<file path="src/rtl/bp_be_itag_tracker.sv">
// In-order tracker of in-flight BE instructions: grants sequential itags at issue,
// retires the oldest on commit and squashes everything younger than a flush itag.
module bp_be_itag_tracker #(
    parameter int                        itag_width_p     = 8,
    parameter int                        els_p            = 5,
    parameter int                        vaddr_width_p    = 39,
    parameter logic [vaddr_width_p-1:0]  pc_entry_point_p = 'h80000124
) (
    input  logic                          clk_i,
    input  logic                          reset_i,
    input  logic                          alloc_v_i,
    input  logic [vaddr_width_p-1:0]      alloc_pc_i,
    output logic                          alloc_ready_o,
    output logic [itag_width_p-1:0]       alloc_itag_o,
    input  logic                          commit_v_i,
    input  logic [itag_width_p-1:0]       commit_itag_i,
    input  logic                          flush_v_i,
    input  logic [itag_width_p-1:0]       flush_itag_i,
    output logic                          oldest_v_o,
    output logic [itag_width_p-1:0]       oldest_itag_o,
    output logic [vaddr_width_p-1:0]      oldest_pc_o,
    output logic [$clog2(els_p+1)-1:0]    count_o,
    output logic                          err_o
);

    localparam int ptr_w = (els_p > 1) ? $clog2(els_p) : 1;
    localparam int cnt_w = $clog2(els_p + 1);
    localparam int sum_w = ((ptr_w > cnt_w) ? ptr_w : cnt_w) + 1;

    logic [vaddr_width_p-1:0] pc_mem [els_p];
    logic [ptr_w-1:0]         rd_ptr, wr_ptr, rd_ptr_n, wr_ptr_n, rd_ptr_c;
    logic [cnt_w-1:0]         count, count_n, count_c;
    logic [itag_width_p-1:0]  next_itag, next_itag_n;
    logic [itag_width_p-1:0]  oldest_c, flush_age;
    logic                     err, err_n;
    logic [vaddr_width_p-1:0] hold_pc;
    logic                     full, fire, pop, flush_hit, flush_popped;

    // Pointer advance modulo els_p; n never exceeds els_p so one subtract suffices.
    function automatic logic [ptr_w-1:0] wrap_add(input logic [ptr_w-1:0] p,
                                                  input logic [cnt_w-1:0] n);
        logic [sum_w-1:0] s;
        s = sum_w'(p) + sum_w'(n);
        if (s >= sum_w'(els_p))
            s = s - sum_w'(els_p);
        return s[ptr_w-1:0];
    endfunction

    // Itags are handed out consecutively, so the oldest one is implied by next_itag and count.
    assign full          = (count == cnt_w'(els_p));
    assign alloc_ready_o = ~full & ~flush_v_i & ~reset_i;
    assign fire          = alloc_v_i & alloc_ready_o;
    assign alloc_itag_o  = next_itag;
    assign oldest_v_o    = (count != '0);
    assign oldest_itag_o = next_itag - itag_width_p'(count);
    assign oldest_pc_o   = oldest_v_o ? pc_mem[rd_ptr] : hold_pc;
    assign count_o       = count;
    assign err_o         = err;

    always_comb begin
        pop          = commit_v_i & oldest_v_o & (commit_itag_i == oldest_itag_o);
        count_c      = count - cnt_w'(pop);
        oldest_c     = oldest_itag_o + itag_width_p'(pop);
        rd_ptr_c     = pop ? wrap_add(rd_ptr, cnt_w'(1)) : rd_ptr;
        flush_age    = flush_itag_i - oldest_c;
        flush_hit    = (flush_age < itag_width_p'(count_c));
        flush_popped = pop & (flush_itag_i == oldest_itag_o);

        rd_ptr_n    = rd_ptr_c;
        wr_ptr_n    = fire ? wrap_add(wr_ptr, cnt_w'(1)) : wr_ptr;
        count_n     = count_c + cnt_w'(fire);
        next_itag_n = fire ? next_itag + itag_width_p'(1) : next_itag;
        err_n       = err | (commit_v_i & ~pop);

        // Flush sees the post-commit tracker; alloc cannot fire alongside it.
        if (flush_v_i) begin
            if (flush_popped) begin
                count_n     = '0;
                wr_ptr_n    = rd_ptr_c;
                next_itag_n = flush_itag_i + itag_width_p'(1);
            end else if (flush_hit) begin
                count_n     = cnt_w'(flush_age) + cnt_w'(1);
                wr_ptr_n    = wrap_add(rd_ptr_c, count_n);
                next_itag_n = flush_itag_i + itag_width_p'(1);
            end else begin
                err_n = 1'b1;
            end
        end
    end

    always_ff @(posedge clk_i) begin
        if (reset_i) begin
            rd_ptr    <= '0;
            wr_ptr    <= '0;
            count     <= '0;
            next_itag <= '0;
            err       <= 1'b0;
            hold_pc   <= pc_entry_point_p;
        end else begin
            rd_ptr    <= rd_ptr_n;
            wr_ptr    <= wr_ptr_n;
            count     <= count_n;
            next_itag <= next_itag_n;
            err       <= err_n;
            if (pop)
                hold_pc <= pc_mem[rd_ptr];
        end
    end

    always_ff @(posedge clk_i) begin
        if (fire)
            pc_mem[wr_ptr] <= alloc_pc_i;
    end

endmodule
</file>
<file path="config.mk">
export PLATFORM = sky130hd
export DESIGN_NAME = bp_be_itag_tracker
export DESIGN_NICKNAME = d
export VERILOG_FILES = /design/src/rtl/bp_be_itag_tracker.sv
export SDC_FILE = /design/constraint.sdc
export NUM_CORES = 1
export LEC_CHECK = 0
export ABC_AREA = 1
export ABC_CLOCK_PERIOD_IN_PS = 19350
export CORE_MARGIN = 2
export CORE_UTILIZATION = 60
export CTS_CLUSTER_DIAMETER = 100
export DETAILED_ROUTE_END_ITERATION = 7
export GPL_TIMING_DRIVEN = 0
export PLACE_DENSITY_LB_ADDON = 0.12
export SETUP_SLACK_MARGIN = 0.2
export SLEW_MARGIN = 0
export SYNTH_ARGS = -nofsm -noshare
export SYNTH_HDL_FRONTEND = slang
export SYNTH_SLANG_ARGS = --single-unit
</file>
<file path="constraint.sdc">
create_clock -name clk_i -period 19.35 [get_ports clk_i]
set_input_delay 3.87 -clock clk_i [delete_from_list [all_inputs] [get_ports clk_i]]
set_output_delay 3.87 -clock clk_i [all_outputs]
set_load 0.03 [all_outputs]
</file>
* Word level (Yosys, flattened, before mapping)
Memory sizes are Yosys's and may differ from the RTL's. A register that Yosys moved wholly into a read port is not among the register bits. Cells that the tools add are included. W data, S select, Z words.
Cells by class: multipliers 0, div/mod/pow operators 0, reductions and logical operators 1, order comparisons 4, bitwise logic cells 12, muxes and demuxes 22, add/subtract/negate cells 14, eq/ne operators 3, shifts and indexed selects 0
Operators with widths (count):
- $mux W39 | 1
- $mux W3 | 12
- $mux W8 | 4
- $add A8 B1 Y8 const B | 2
- $eq A8 B8 Y1 | 2
- $ge A4 B3 Y1 const B | 3
- $sub A3 B3 Y3 const B | 3
- $add A3 B1 Y4 const B | 2
- $add A8 B1 Y8 | 1
- $lt A8 B3 Y1 | 1
- $sub A8 B3 Y8 | 1
- $sub A8 B8 Y8 | 1
- $and A1 B1 Y1 | 7
- $mux W1 | 5
- $add A3 B3 Y4 | 1
- $not A1 Y1 | 4
- $add A3 B1 Y3 | 1
- $add A3 B1 Y3 const B | 1
- $eq A3 B3 Y1 const B | 1
- $reduce_bool A3 Y1 | 1
- $sub A3 B1 Y3 | 1
- $or A1 B1 Y1 | 1
Storage, ports and cells: register bits 57, memory bits (writable) 195, memories kept 1, ROM bits 0, latch bits 0
Memories:
- pc_mem | words 5, width 39, rd ports 1, clocked after memory_dff 1, wr ports 1, line 30 | logic [vaddr_width_p-1:0] pc_mem [els_p];

* Longest topological paths before layout
Gate-level depths: netlist of the first run.
depth after elaboration 12, gate-level depth with buffers 35, mapped depth without buffers 35

* Least setup slack after synthesis of the first run
Ideal clock, no wire load.
path kind input to register, start point in flush_v_i, end point mem pc_mem[0][0], enable pin, data arrival time 8230 ps, setup time 533 ps, data required time 18817 ps, path buffers 1, stages on the path 6, path slack 10587 ps, path through buf_6 nor2_4 nand2_2 nor2_4 inv_2 nor4_1
Between the ends: word-level cells in the longest chain between the ends 6
Ends and longest elaborated chain:
- start: declaration | line 17 | input logic flush_v_i,
- $not A1 Y1 | line 51 | assign alloc_ready_o = ~full & ~flush_v_i & ~reset_i;
- $and A1 B1 Y1 (2 in a row) | line 51
- $and A1 B1 Y1 | line 52 | assign fire = alloc_v_i & alloc_ready_o;
- $mux W1 | line 111 | if (fire)
- $mux W1 (not written as such) | line 112 | pc_mem[wr_ptr] <= alloc_pc_i;
- end: declaration | line 30
No other way between the ends.

* Worst setup path in the final report of the first run
start point in reset_i, end point out alloc_ready_o
Between the ends: word-level cells in the longest chain between the ends 2
Ends and longest elaborated chain:
- start: declaration | line 10 | input logic reset_i,
- $not A1 Y1 | line 51
- $and A1 B1 Y1 | line 51
- end: declaration | line 13 | output logic alloc_ready_o,
No other way between the ends.

==> reports/metrics.cfg, run 1 <==
[status]
status=finished, final reports clean

[yosys]
synth.most_common_cell=edfxtp_1
yosysTopAreaCellShare_pct=49.3
synth_commonest_cells=edfxtp_1 (195), nand2_1 (178), o21ai_0 (157)
synth_area_leader_cell=edfxtp_1
netlist_top_cells_area=edfxtp_1 (49%), dfxtp_1 (9.6%), o21ai_0 (6.6%)
synth_edf_count=195
synth_cell_types=43
synthCells=1187
synth-seq-cells=252
synthArstFlopShare_pct=0
synth_ff_type=edfxtp_1
syn_area_per_cell_um2=10.0
syn_nets=1285
syn_area_mm2=0.0119
yosysSeqAreaShare_pct=58.9
ys.warnings.count=0

[routing]
drtPass1Iterations=5
ant_nets=0
detail_route.iter0.violations=806
route.detailed.wl_per_inst_um=18.2
num_vias=9425
wl_um=30000
drc=0
via_per_inst=5.73

[setup_path]
required_ns=15.48
slowest_delay_ns=0.66
cp.arrival_ns=5.53
endpoint_kind=output port
start_kind=primary input
critPathMostFrequentCell=clkdlybuf4s50_1
rr_startpoint=count_o[0]
rrSetupSlack_ns=13.60
crit_type=primary input to output port
path_cells=clkdlybuf4s50_1, nor2_4, nand2_2, inv_1, clkdlybuf4s50_1
critPathSlowestCell=clkdlybuf4s50_1
ff2ff_path_depth=30
reg2reg_to=wr_ptr[0]
critPathMaxFanout=6

[finish]
syn_to_final_growth_pct=22.2
final_nets=1458
drive_gt1_share_pct=8.48
final_cells=1645
diodes=0

[clock_network]
cts_root_buf=clkbuf_16
cts-resized-gates=0
hold_buffers=0
clk_latency_ns=0.53
clock_sinks=252
cts_inserted_buffers=26
clk_pin_slew_ns=0.06
tritoncts=built
htreeDepth=1
postCtsSetupRepairBufs=0
cts_buffer_depth=3

[die]
core_area_mm2=0.0195
io_pins=121
die_y_um=145
rows=51
die_w_um=145
die_area_mm2=0.0210
start_util_pct=61.1

[grt]
grt_overflow_total=0
grt_pass1_wl_um=46600
antenna_found_initial=0
grtUsageTotal_pct=29.1
grt_max_degree=16
grt_pass1_vias=8955

[sta]
grt_setup_unrepaired=false
slew_violations=0
worst_pin_slew_ns=1.00
relSlewSlack_pct=32.7
setup_viol=0
fin_setup_tns_ns=0
final_hold_viol_count=0
fin_crit_sh_pct=48.6
period_needed_ns=9.40
finalClockSkew_ns=0.0182
clock.fmax_mhz=106

[power_and_ir_drop]
leakagePower_uw=0.00551
power_density_mw_per_mm2=106
ir_drop_v=0.0000886

[place]
place.gp.congestion=0.853
place_inst=1597
port_buffers=119
dp_hpwl_um=21100

[min_path]
holdPathEnd=hold_pc[36]
hold_path.class=flop to flop
hold_depth=2
worst_hold_startpoint=hold_pc[36]

[flow_run]
max_cap_viol_count=0

==> placed cells by master (no fill, tap or decap), drive strengths merged, types with 3 or more instances in the layout <==
cell type      count
nand3             51
a31oi              5
ha                34
xor2              17
o221ai            35
nor4               4
nand4             11
dfxtp             57
inv              124
edfxtp           195
or2                3
o21a              36
clkdlybuf4s50    119
nand2            190
xnor2              7
nor3               7
a21oi             44
nor2             137
o21ai            160
buf               37
clkinv             9
clkbuf            86
fa                 4
==> logic make-up (layout without fill, tap and decap cells) <==
logic type / Yosys count / in the layout / share of synthesized area (%)
and+or+nand+nor: 405 / 405 / 15.0
xor gates and xnor gates: 24 / 24 / 1.77
adders and majority gates: 38 / 38 / 4.25
AOI/OAI and AO/OA: 283 / 283 / 13.9
muxes: 1 / 1 / 0.0842
buffers and inverters: 184 / 377 / 6.18
DFF: 252 / 252 / 58.9
==> final cells by class <==
cell class | count | area (um^2)
Inverter | 127 | 479
Tap cell | 265 | 332
Sequential cell | 252 | 7000
Multi-Input combinational cell | 751 | 4190
Clock buffer | 40 | 763
Buffer | 57 | 255
Clock inverter | 8 | 97.6
Timing Repair Buffer | 145 | 1420
Fill cell | 1387 | 4930
==> how the worst max path moves through the flow <==
stage	to	startpoint	depth (start not counted)
after detailed placement	alloc_ready_o	reset_i	5
after floorplan	pc_mem[0][0]	flush_v_i	6
final	alloc_ready_o	reset_i	5
after CTS	alloc_ready_o	reset_i	5
after global placement	pc_mem[4][34]	reset_i	6
after global routing	alloc_ready_o	reset_i	5
==> routing by layer <==
| metal | GRT usage (%) | up-vias | wire, um |
|---|---|---|---|
| met1 | 39.2 | 4486 | 12300 |
| met5 | 0 | - | 0 |
| met3 | 4.67 | 53 | 2470 |
| met4 | 9.56 | 0 | 725 |
| li1 | - | 4462 | - |
| met2 | 48.8 | 424 | 14400 |
==> registers in the layout, indices dropped and copies added (netlist names) <==
name / count
count_o: 3
err_o: 1
hold_pc: 39
pc_mem: 195
wr_ptr: 3
alloc_itag_o: 8
rd_ptr: 3
==> power breakdown <==
| part | internal, uW | switching, uW |
|---|---|---|
| combinational | 165 | 290 |
| sequential | 594 | 7.59 |
| clock | 287 | 203 |
==> worst max-delay path, delay by kind of cell <==
kind	cells	cell delay, ns
buffers and inverters	3	1.33
AND/OR/NAND/NOR	2	0.33
==> stage by stage <==
| step | power, uW | hold slack, ns | setup WS, ns | area [um^2] | utilization (%) |
|---|---|---|---|---|---|
| 2_1_floorplan | 919 | 0.425 | 10.59 | 11900 | - |
| 3_3_place_gp | 1050 | 0.434 | 6.63 | 13400 | 68.9 |
| 3_5_place_dp | 1060 | 0.440 | 9.96 | 13700 | 70.3 |
| 4_1_cts | 1550 | 0.449 | 9.96 | 14500 | 74.7 |
| 5_1_grt | 1620 | 0.457 | 9.91 | 14500 | 74.7 |
| 6_report | 1550 | 0.446 | 9.95 | 14500 | 74.7 |
Note: power is estimated with default switching activity, not from simulation.
==> inputs of run 2 (changes only) <==
Settings changed: ABC_CLOCK_PERIOD_IN_PS 19350 to 8660, CORE_UTILIZATION 60 to 57.
Clock period 19.35 ns to 8.66 ns, I/O delays scaled along.
==> reports/metrics.cfg, run 2 (synthesized netlist as in run 1, its figures left out) <==
[grt]
antenna_found_initial=1  ; +1
grt_overflow_total=0  ; unchanged
grt_max_degree=15  ; -1
grt_pass1_wl_um=47100  ; +1.0%
grt_pass1_vias=9071  ; +1.3%
grtUsageTotal_pct=27.3  ; -1.9 points

[setup_path]
required_ns=9.09  ; -6.39 ns
rrSetupSlack_ns=2.93  ; -10.67 ns
start_kind=primary input
rr_startpoint=count_o[0]
cp.arrival_ns=6.36  ; +0.83 ns
reg2reg_to=wr_ptr[0]
critPathMaxFanout=9  ; +3
endpoint_kind=flop
ff2ff_path_depth=30  ; unchanged
crit_type=primary input to flop

[clock_network]
clock_sinks=252  ; unchanged
hold_buffers=0  ; unchanged
clk_pin_slew_ns=0.06  ; about the same
htreeDepth=1  ; unchanged
cts_root_buf=clkbuf_16
cts-resized-gates=0  ; unchanged
clk_latency_ns=0.53  ; about the same
postCtsSetupRepairBufs=0  ; unchanged
cts_inserted_buffers=26  ; unchanged
tritoncts=built
cts_buffer_depth=3  ; unchanged

[power_and_ir_drop]
power_density_mw_per_mm2=237  ; +120%
finalPower_uw=3440  ; +120%
leakagePower_uw=0.00552  ; +0.22%
ir_drop_v=0.000190  ; +110%

[sta]
holdWs_ns=0.446  ; -0.000177 ns
worst_pin_slew_ns=0.929  ; -0.0752 ns
period_needed_ns=5.94
final_hold_viol_count=0  ; unchanged
fin_setup_tns_ns=0  ; unchanged
relSlewSlack_pct=37.7  ; +5.0 points
finalClockSkew_ns=0.0204  ; +0.00222 ns
grt_setup_unrepaired=false
setup_viol=0  ; unchanged
slew_violations=0  ; unchanged
fin_crit_sh_pct=68.6
clock.fmax_mhz=168

[status]
status=finished, final reports clean

[finish]
syn_to_final_growth_pct=22.3  ; about the same
layout_common_cells=edfxtp_1 (195), nand2_1 (178), o21ai_0 (157)
diodes=0  ; unchanged
final_nets=1460  ; +0.14%
top_register=pc_mem
largest_reg_flops=195  ; unchanged
drive_gt1_share_pct=8.68  ; +0.20 points
seqCellArea_mm2=0.00700  ; unchanged
fill_cells=1481  ; +6.8%
postLayoutCoreUtil_pct=71.4  ; -3.3 points
layout_commonest_cell=edfxtp_1
multi_input_area_mm2=0.00419  ; unchanged

[place]
port_buffers=119  ; unchanged
dp_hpwl_um=21400  ; +1.8%
place.gp.congestion=0.870  ; +1.9%

[routing]
met3_length_um=2200  ; -11%
met2WireLength_um=15000  ; +3.7%
wl_um=30300  ; +1.1%
num_vias=9441  ; +0.17%
top_layer=met5
detail_route.iter0.violations=834  ; +3.5%
drc=0  ; unchanged
route.detailed.wl_per_inst_um=18.3  ; +0.71%
via_per_inst=5.71  ; -0.25%
drtPass1Iterations=6  ; +1
ant_nets=0  ; unchanged
met1Wirelength_um=12500  ; +1.5%

[die]
core_area_mm2=0.0204  ; +4.6%
io_pins=121  ; unchanged
die_w_um=148  ; +2.5%
rows=52  ; +2.0%
die_area_mm2=0.0220  ; +5.1%
start_util_pct=58.4  ; -2.7 points
die_y_um=148  ; +2.5%

[min_path]
holdPathEnd=hold_pc[10]
worst_hold_startpoint=hold_pc[10]
hold_depth=2  ; unchanged
hold_path.class=flop to flop

[flow_run]
max_cap_viol_count=0  ; unchanged

run 2: cell type report:
class | instances | area share (%)
Clock inverter | 13 | 0.671
Buffer | 57 | 1.76
Tap cell | 270 | 2.32
Multi-Input combinational cell | 751 | 28.8
Inverter | 127 | 3.30
Sequential cell | 252 | 48.1
Timing Repair Buffer | 147 | 10.0
Clock buffer | 35 | 5.06
run 2: through the flow:
stage	cells	worst slack, ns	instance area [um^2]
after global routing	1652	2.35	14500
after floorplan	1187	2.04	11900
final	1652	2.72	14500
after detailed placement	1604	2.19	13700
after global placement	1576	-2.07	13400
after CTS	1652	2.72	14500
run 2: worst max-delay path by stage:
stage / cells after the start / start / end
6_report: 27 / commit_v_i / wr_ptr[0]
5_1_grt: 27 / commit_v_i / wr_ptr[2]
3_5_place_dp: 27 / commit_v_i / wr_ptr[0]
2_1_floorplan: 6 / flush_v_i / pc_mem[0][0]
3_3_place_gp: 6 / reset_i / pc_mem[4][28]
4_1_cts: 27 / commit_v_i / wr_ptr[0]
run 2: power breakdown:
group | switching (uW) | internal, uW | total (uW)
Sequential | 17.2 | 1330 | 1340
Clock | 451 | 627 | 1080
Combinational | 654 | 369 | 1020
run 2: routing by layer:
metal / vias to the layer above / GRT usage [%]
met4: 2 / 8.76
li1: 4477 / -
met5: - / 0
met3: 65 / 3.40
met2: 424 / 46.7
met1: 4473 / 36.5
run 2: critical path: stages:
cell	delay, ns
clkdlybuf4s50_1	0.48
a21boi_0	0.20
nand4_1	0.11
nor2_1	0.12
nand2_1	0.09
nor2_4	0.20
nand3_4	0.20
clkinv_2	0.20
fa_1	0.46
inv_1	0.07
ha_1	0.23
nand2_1	0.09
nand2_1	0.11
ha_1	0.32
inv_1	0.07
fa_1	0.57
ha_1	0.16
inv_1	0.04
o21ai_0	0.13
nand3_1	0.16
xor2_1	0.18
nand3_1	0.09
nand2_1	0.06
nand2_1	0.05
nand3_1	0.08
nand2_1	0.09
inv_1	0.04
